[src/rtl/mem_arbiter.sv]
// Two-port round-robin arbiter in front of a single combinational-read memory.
// The memory-side funct3 is legality-checked here; a response arrives one cycle after each transfer.
module mem_arbiter #(
    parameter int unsigned ADDRESS_WIDTH = 32,
    parameter int unsigned DATA_WIDTH    = 32
) (
    input  logic                     clk,
    input  logic                     rst_n,

    input  logic                     req_valid_0,
    output logic                     req_ready_0,
    input  logic [ADDRESS_WIDTH-1:0] req_addr_0,
    input  logic                     req_we_0,
    input  logic [DATA_WIDTH-1:0]    req_wdata_0,
    input  logic [2:0]               req_memctrl_0,
    output logic                     rsp_valid_0,
    output logic [DATA_WIDTH-1:0]    rsp_rdata_0,
    output logic                     rsp_err_0,

    input  logic                     req_valid_1,
    output logic                     req_ready_1,
    input  logic [ADDRESS_WIDTH-1:0] req_addr_1,
    input  logic                     req_we_1,
    input  logic [DATA_WIDTH-1:0]    req_wdata_1,
    input  logic [2:0]               req_memctrl_1,
    output logic                     rsp_valid_1,
    output logic [DATA_WIDTH-1:0]    rsp_rdata_1,
    output logic                     rsp_err_1,

    output logic [ADDRESS_WIDTH-1:0] mem_a,
    output logic                     mem_we,
    output logic [DATA_WIDTH-1:0]    mem_writedata,
    output logic [2:0]               mem_memcontrol,
    input  logic [DATA_WIDTH-1:0]    mem_readdata
);

    typedef enum logic {
        PORT0 = 1'b0,
        PORT1 = 1'b1
    } port_t;

    port_t last_grant;

    logic gnt_0;
    logic gnt_1;
    logic legal_0;
    logic legal_1;

    // Stores allow byte/half/word; loads additionally allow the unsigned byte/half forms.
    function automatic logic is_legal(input logic we, input logic [2:0] ctrl);
        if (we) begin
            return ctrl inside {3'b000, 3'b001, 3'b010};
        end
        return ctrl inside {3'b000, 3'b001, 3'b010, 3'b100, 3'b101};
    endfunction

    // Gating with rst_n keeps ready low for the whole reset, not just after it.
    always_comb begin
        gnt_0 = rst_n && req_valid_0 && (!req_valid_1 || last_grant == PORT1);
        gnt_1 = rst_n && req_valid_1 && !gnt_0;
    end

    always_comb begin
        legal_0     = is_legal(req_we_0, req_memctrl_0);
        legal_1     = is_legal(req_we_1, req_memctrl_1);
        req_ready_0 = gnt_0;
        req_ready_1 = gnt_1;
    end

    always_comb begin
        mem_a          = '0;
        mem_we         = 1'b0;
        mem_writedata  = '0;
        mem_memcontrol = 3'b010;
        if (gnt_0) begin
            mem_a          = req_addr_0;
            mem_we         = req_we_0 && legal_0;
            mem_writedata  = req_wdata_0;
            mem_memcontrol = req_memctrl_0;
        end else if (gnt_1) begin
            mem_a          = req_addr_1;
            mem_we         = req_we_1 && legal_1;
            mem_writedata  = req_wdata_1;
            mem_memcontrol = req_memctrl_1;
        end
    end

    always_ff @(posedge clk or negedge rst_n) begin
        if (!rst_n) begin
            last_grant  <= PORT1;
            rsp_valid_0 <= 1'b0;
            rsp_err_0   <= 1'b0;
            rsp_rdata_0 <= '0;
            rsp_valid_1 <= 1'b0;
            rsp_err_1   <= 1'b0;
            rsp_rdata_1 <= '0;
        end else begin
            if (gnt_0) begin
                last_grant <= PORT0;
            end else if (gnt_1) begin
                last_grant <= PORT1;
            end

            rsp_valid_0 <= gnt_0;
            rsp_err_0   <= gnt_0 && !legal_0;
            rsp_valid_1 <= gnt_1;
            rsp_err_1   <= gnt_1 && !legal_1;

            // Read data is held across stores and idle cycles; only loads or errors replace it.
            if (gnt_0) begin
                if (!legal_0) begin
                    rsp_rdata_0 <= '0;
                end else if (!req_we_0) begin
                    rsp_rdata_0 <= mem_readdata;
                end
            end
            if (gnt_1) begin
                if (!legal_1) begin
                    rsp_rdata_1 <= '0;
                end else if (!req_we_1) begin
                    rsp_rdata_1 <= mem_readdata;
                end
            end
        end
    end

endmodule

[config.mk]
export PLATFORM = sky130hd
export DESIGN_NAME = mem_arbiter
export DESIGN_NICKNAME = d
export VERILOG_FILES = /design/src/rtl/mem_arbiter.sv
export SDC_FILE = /design/constraint.sdc
export NUM_CORES = 1
export LEC_CHECK = 0
export ABC_AREA = 1
export BUFFER_PORTS_ARGS = -buffer_cell sky130_fd_sc_hd__buf_4
export CAP_MARGIN = 5
export CORE_AREA = 4 4 117 119
export DETAILED_ROUTE_END_ITERATION = 6
export DIE_AREA = 0 0 121 123
export PLACE_DENSITY = 0.68
export SLEW_MARGIN = 10
export SYNTH_ARGS = -nofsm -noshare
export SYNTH_HDL_FRONTEND = slang
export SYNTH_SLANG_ARGS = --single-unit
[constraint.sdc]
create_clock -name clk -period 2.8 [get_ports clk]
set_input_delay 0.42 -clock clk [delete_from_list [all_inputs] [get_ports clk]]
set_output_delay 0.42 -clock clk [all_outputs]
set_load 0.02 [all_outputs]
[Word-level counts from Yosys, hierarchy flattened]
Cells that the tools add are included.
W data, S select, Z words.
Storage, ports and cells
  logic and storage cells: 59
  output and inout bits: 138
  register bits after elaboration: 69
  bits of input ports: 172
Operators by class
  equal/unequal tests: 10
  reductions and logical operators: 22
  multiplexer cells: 20
Operator list (number)
  $mux W32: 8
  $eq A3 B3 Y1 const B: 4
  $mux W1: 10
  $reduce_bool A5 Y1: 2
  $logic_and A1 B1 Y1: 8
  $eq A3 B1 Y1 const B: 2
  $eq A3 B2 Y1 const B: 2
  $logic_not A3 Y1: 2
  $mux W3: 2
  $reduce_bool A3 Y1: 2
  $logic_not A1 Y1: 4
  $ne A2 B2 Y1 const B: 2
  $reduce_and A2 Y1: 2
  $reduce_bool A2 Y1: 1
  $logic_or A1 B1 Y1: 1

[Logic depth before layout (Yosys ltp)]
  depth after elaboration: 7
  gate-level depth with buffers: 8
  gate-level depth less buffers: 7

[Least setup slack after synthesis]
OpenSTA, ideal clock, no wires.
  kind: reg-to-output
  from: register last_grant
  to: output port mem_a[22]
  cell stages (with the launch flop): 6
  slack: 0.864 ns
  arrival: 1.516 ns
  buffers on the path: 1
  required time: 2.380 ns
  path through: dfstp_2 > inv_1 > a21oi_2 > clkbuf_1 > nand2_1 > nand2_1
On the way
  longest elaborated chain between the ends: 6
RTL lines
  start: declaration: RTL line 42  | port_t last_grant;
  start signal: assignment: RTL line 90  | last_grant <= PORT1;
  start signal: assignment: RTL line 99  | last_grant <= PORT0;
  start signal: assignment: RTL line 101  | last_grant <= PORT1;
  $logic_or A1 B1 Y1 *: RTL line 59  | gnt_0 = rst_n && req_valid_0 && (!req_valid_1 || last_grant == PORT1);
  $logic_and A1 B1 Y1 *: RTL line 59
  named net req_ready_0: RTL line 11  | output logic req_ready_0,
  $logic_not A1 Y1: RTL line 60  | gnt_1 = rst_n && req_valid_1 && !gnt_0;
  $logic_and A1 B1 Y1: RTL line 60
  $mux W32: RTL line 80  | end else if (gnt_1) begin
  $mux W32 *: RTL line 75  | if (gnt_0) begin
  end: declaration: RTL line 30  | output logic [ADDRESS_WIDTH-1:0] mem_a,
Mark *: on every way through the listed nets, which the timed path passes. The rest lies on a longest branch.

[Final worst setup path]
  from: register last_grant
  to: output port mem_writedata[14]
On the way
  longest elaborated chain between the ends: 6
RTL lines
  $logic_or A1 B1 Y1 *: RTL line 59
  $logic_and A1 B1 Y1 *: RTL line 59
  $logic_not A1 Y1: RTL line 60
  $logic_and A1 B1 Y1: RTL line 60
  $mux W32: RTL line 80
  $mux W32 *: RTL line 75
  end: declaration: RTL line 32  | output logic [DATA_WIDTH-1:0] mem_writedata,
Every way passes the cells marked *; elsewhere a longest branch is shown, timed or not.

==> impl_metrics.json <==
{
  "switching_share": 0.329,
  "share_comb_of_total_power": 0.333,
  "powerDensity_mw_per_mm2": 543,
  "number_of_fill_cells_in_the_layout": 1265,
  "grt_first_pass_wirelength_um": 27900,
  "post_synth_inst_count": 597,
  "io_buffer_count": 309,
  "grt_pass1_vias": 4849,
  "detailed_place_hpwl_um": 14700,
  "cts.path.max_buffers": 2,
  "finalWeightedCongestion": 0.951,
  "cts.htree.levels": 3,
  "layout.nets": 1060,
  "timing.reg2reg.setup_slack_ns": 1.20,
  "cell_internal_pwr_w": 0.00247,
  "number_of_diodes": 0,
  "tns_ns": 0,
  "timing.max_slew.rel_slack": 0.499,
  "cpPeakStageDelay_ns": 0.42,
  "initial_drc_count": 593,
  "postSynthNetCount": 769,
  "total_leakage_power_nw": 4.06,
  "final_layout_size_suffix_gt1_frac": 0.385,
  "power.share.clock": 0.335,
  "routed_via_density": 4.82,
  "die_width_um": 121,
  "wire_per_inst_um": 17.9,
  "finish.utilization": 0.540,
  "cts_resized": 0,
  "ctsHoldBuffers": 1,
  "crit_type": "reg -> out",
  "area_share_of_fa_ha_maj_cells_after_synthesis": 0,
  "ys_warn_count": 0,
  "slowest_stage": "sky130_fd_sc_hd__buf_4",
  "share_seq_of_total_power": 0.332,
  "synth_area_leaders": "sky130_fd_sc_hd__dfrtp_1, sky130_fd_sc_hd__nand2_1, sky130_fd_sc_hd__nand4_1",
  "floorplan.rows": 41,
  "detail-route-antenna-nets": 0,
  "slew_violations": 0,
  "core_box_area_mm2": 0.0126,
  "critPathTopFamily": "buffers and inverters",
  "worst_path_clk_slew_ns": 0.05,
  "power_w": 0.00368,
  "synth_simple_gate_area_share": 0.384,
  "detailed_routing_iterations_pass_1": 5,
  "num_vias": 5137,
  "pin_count": 310,
  "cts_made_buffers": 9,
  "placed_instances": 1048,
  "hold_viol_final": 0,
  "synth_top_area_frac": 0.431,
  "rsz_0062_raised_after_global_routing": "false",
  "area_added_between_synthesis_and_finish_pct": 71.7,
  "cp.buffers_inverters": 3,
  "switchingPower_w": 0.00121,
  "synth-compound-area-share": 0.0928,
  "critical-path-top-cell-by-count": "sky130_fd_sc_hd__nand2_1",
  "cap_violations": 0,
  "clock_skew_ns": 0.0110,
  "grt.overflow.total": 0,
  "synth.avg_cell_area_um2": 6.62,
  "clkLatencyLatePin_ns": 0.33,
  "worstPathArrival_ns": 1.88,
  "synth.distinct_cells": 17,
  "setup_viol": 0,
  "synth_mux_area_frac": 0,
  "dieHeight_um": 123,
  "postCtsSetupRepairBufs": 0,
  "path_cells": "inv_1 > nand2_1 > a21oi_4 > buf_4 > nand2_1 > nand2_1 > buf_4",
  "synth_xor_area_frac": 0,
  "highest_ir_drop_seen_on_vdd_uv": 300,
  "post_layout_min_period_ns": 2.30,
  "tritoncts": "yes",
  "main_combinational_cell_family_by_area_after_synthesis": "simple AND/OR/NAND/NOR gates",
  "postSynthRegisterBits": 69,
  "status": "completed",
  "timing.critical_path.to_type": "output pin",
  "die_area_mm2": 0.0149,
  "cell_type_contributing_the_most_total_cell_area_after_synthesis": "sky130_fd_sc_hd__dfrtp_1",
  "grt_util_overall": 0.247,
  "total_number_of_clock_tree_sinks": 69,
  "worstPathMaxFanout": 45,
  "synth_area_mm2": 0.00395,
  "instances_no_fill": 1065,
  "fin_crit_sh": 0.822,
  "remaining_drcs": 0,
  "clockRootBuffer": "sky130_fd_sc_hd__clkbuf_16",
  "timing.critical_path.required_ns": 2.38,
  "worst_setup_path_start_kind": "flop",
  "finalWirelength_um": 19100,
  "hold_slack_ns": 0.0667,
  "hold_path_class": "in -> async",
  "grt_start_max_net_pins": 78,
  "initial_antenna_violation_count": 1,
  "max_slew.worst_pin.slew_ns": 0.752,
  "max_clock_freq_ghz": 0.434,
  "initial_utilization": 0.314,
  "yosysSeqAreaShare": 0.437
}
==> layout by cell type, fill, tap and decap left out, types with 2 or more instances in the layout <==
cell type and n:
sky130_fd_sc_hd__bufinv_16 2, sky130_fd_sc_hd__buf_4 321, sky130_fd_sc_hd__dfrtp_1 68, sky130_fd_sc_hd__inv_1 40
sky130_fd_sc_hd__clkinv_2 2, sky130_fd_sc_hd__buf_12 2, sky130_fd_sc_hd__nand2_1 304, sky130_fd_sc_hd__nand3_1 33
sky130_fd_sc_hd__nor2_1 2, sky130_fd_sc_hd__o21ai_0 35, sky130_fd_sc_hd__nand4_1 32, sky130_fd_sc_hd__a21oi_4 2
sky130_fd_sc_hd__clkbuf_16 9, sky130_fd_sc_hd__a21oi_1 32
==> cell usage after synthesis <==
cell type and n:
sky130_fd_sc_hd__nand2_1 304, sky130_fd_sc_hd__dfrtp_1 68, sky130_fd_sc_hd__inv_1 40, sky130_fd_sc_hd__o21ai_0 35, sky130_fd_sc_hd__nand3_1 33, sky130_fd_sc_hd__a21oi_1 32
sky130_fd_sc_hd__nand4_1 32, sky130_fd_sc_hd__clkbuf_1 31, sky130_fd_sc_hd__buf_2 10, sky130_fd_sc_hd__nor2_1 3, sky130_fd_sc_hd__a21oi_2 2, sky130_fd_sc_hd__buf_4 2
sky130_fd_sc_hd__a22oi_1 1, sky130_fd_sc_hd__buf_1 1, sky130_fd_sc_hd__dfstp_2 1, sky130_fd_sc_hd__inv_2 1, sky130_fd_sc_hd__o22ai_1 1
==> metal layers <==
| layer | share of wire | up-vias | GRT usage |
|---|---|---|---|
| met5 | 0.0010 | - | 0 |
| met4 | 0.020 | 2 | 0.0652 |
| met3 | 0.11 | 27 | 0.0901 |
| met2 | 0.48 | 276 | 0.416 |
| met1 | 0.39 | 2353 | 0.300 |
| li1 | - | 2479 | - |
==> cell families after synthesis <==
family | after synthesis
flops | 69
compound gates | 71
simple gates | 372
buf+inv | 85
==> worst paths after layout <==
path,from,end,cells after the start
worst max-delay path,last_grant,mem_writedata[14],7
worst min-delay path,rst_n,last_grant,1
worst max register to register,last_grant,rsp_rdata_1[19],8
worst min register to register,rsp_rdata_1[15],rsp_rdata_1[15],2
max in group asynchronous,rst_n,rsp_rdata_0[21],2
min in group clk,mem_readdata[7],rsp_rdata_0[7],3
==> through the flow <==
stage / worst slack (ns) / cell area, µm²
floorplan: 0.864 / 3950
global placement: 0.615 / 6450
detailed placement: 0.578 / 6450
CTS: 0.438 / 6780
global route: 0.322 / 6780
finish: 0.498 / 6780
==> registers in the layout, indices dropped and copies added, names as in the netlist <==
signal	flops
rsp_rdata_0	32
rsp_rdata_1	32
last_grant	1
rsp_err_0	1
rsp_err_1	1
rsp_valid_0	1
rsp_valid_1	1
==> worst reg2reg max path, delay by kind of cell, from the launching register on <==
kind	cells	cell delay [ns]
AOI/OAI and AO/OA	1	0.18
and+or+nand+nor	4	0.38
buffers and inverters	3	0.58
DFF	1	0.36
==> power groups by stage <==
stage / logic [W] / clock network [W] / registers [W]
4_1_cts: 0.00124 / 0.00125 / 0.00122
6_report: 0.00122 / 0.00123 / 0.00122
2_1_floorplan: 0.000389 / 0 / 0.00139
5_1_grt: 0.00132 / 0.00130 / 0.00124
3_3_place_gp: 0.00122 / 0 / 0.00124
3_5_place_dp: 0.00123 / 0 / 0.00124
==> layout make-up <==
| class | instances | area (µm²) | share of cell area |
|---|---|---|---|
| multi-input cells | 443 | 1900 | 0.280 |
| clock buffers | 10 | 239 | 0.0352 |
| flip-flops and latches | 69 | 1730 | 0.255 |
| inverters | 41 | 154 | 0.0227 |
| clock inverters | 6 | 86.3 | 0.0127 |
| well taps | 172 | 215 | 0.0317 |
| repair buffers | 324 | 2460 | 0.363 |
No activity file was read; power rests on OpenSTA's default activity.
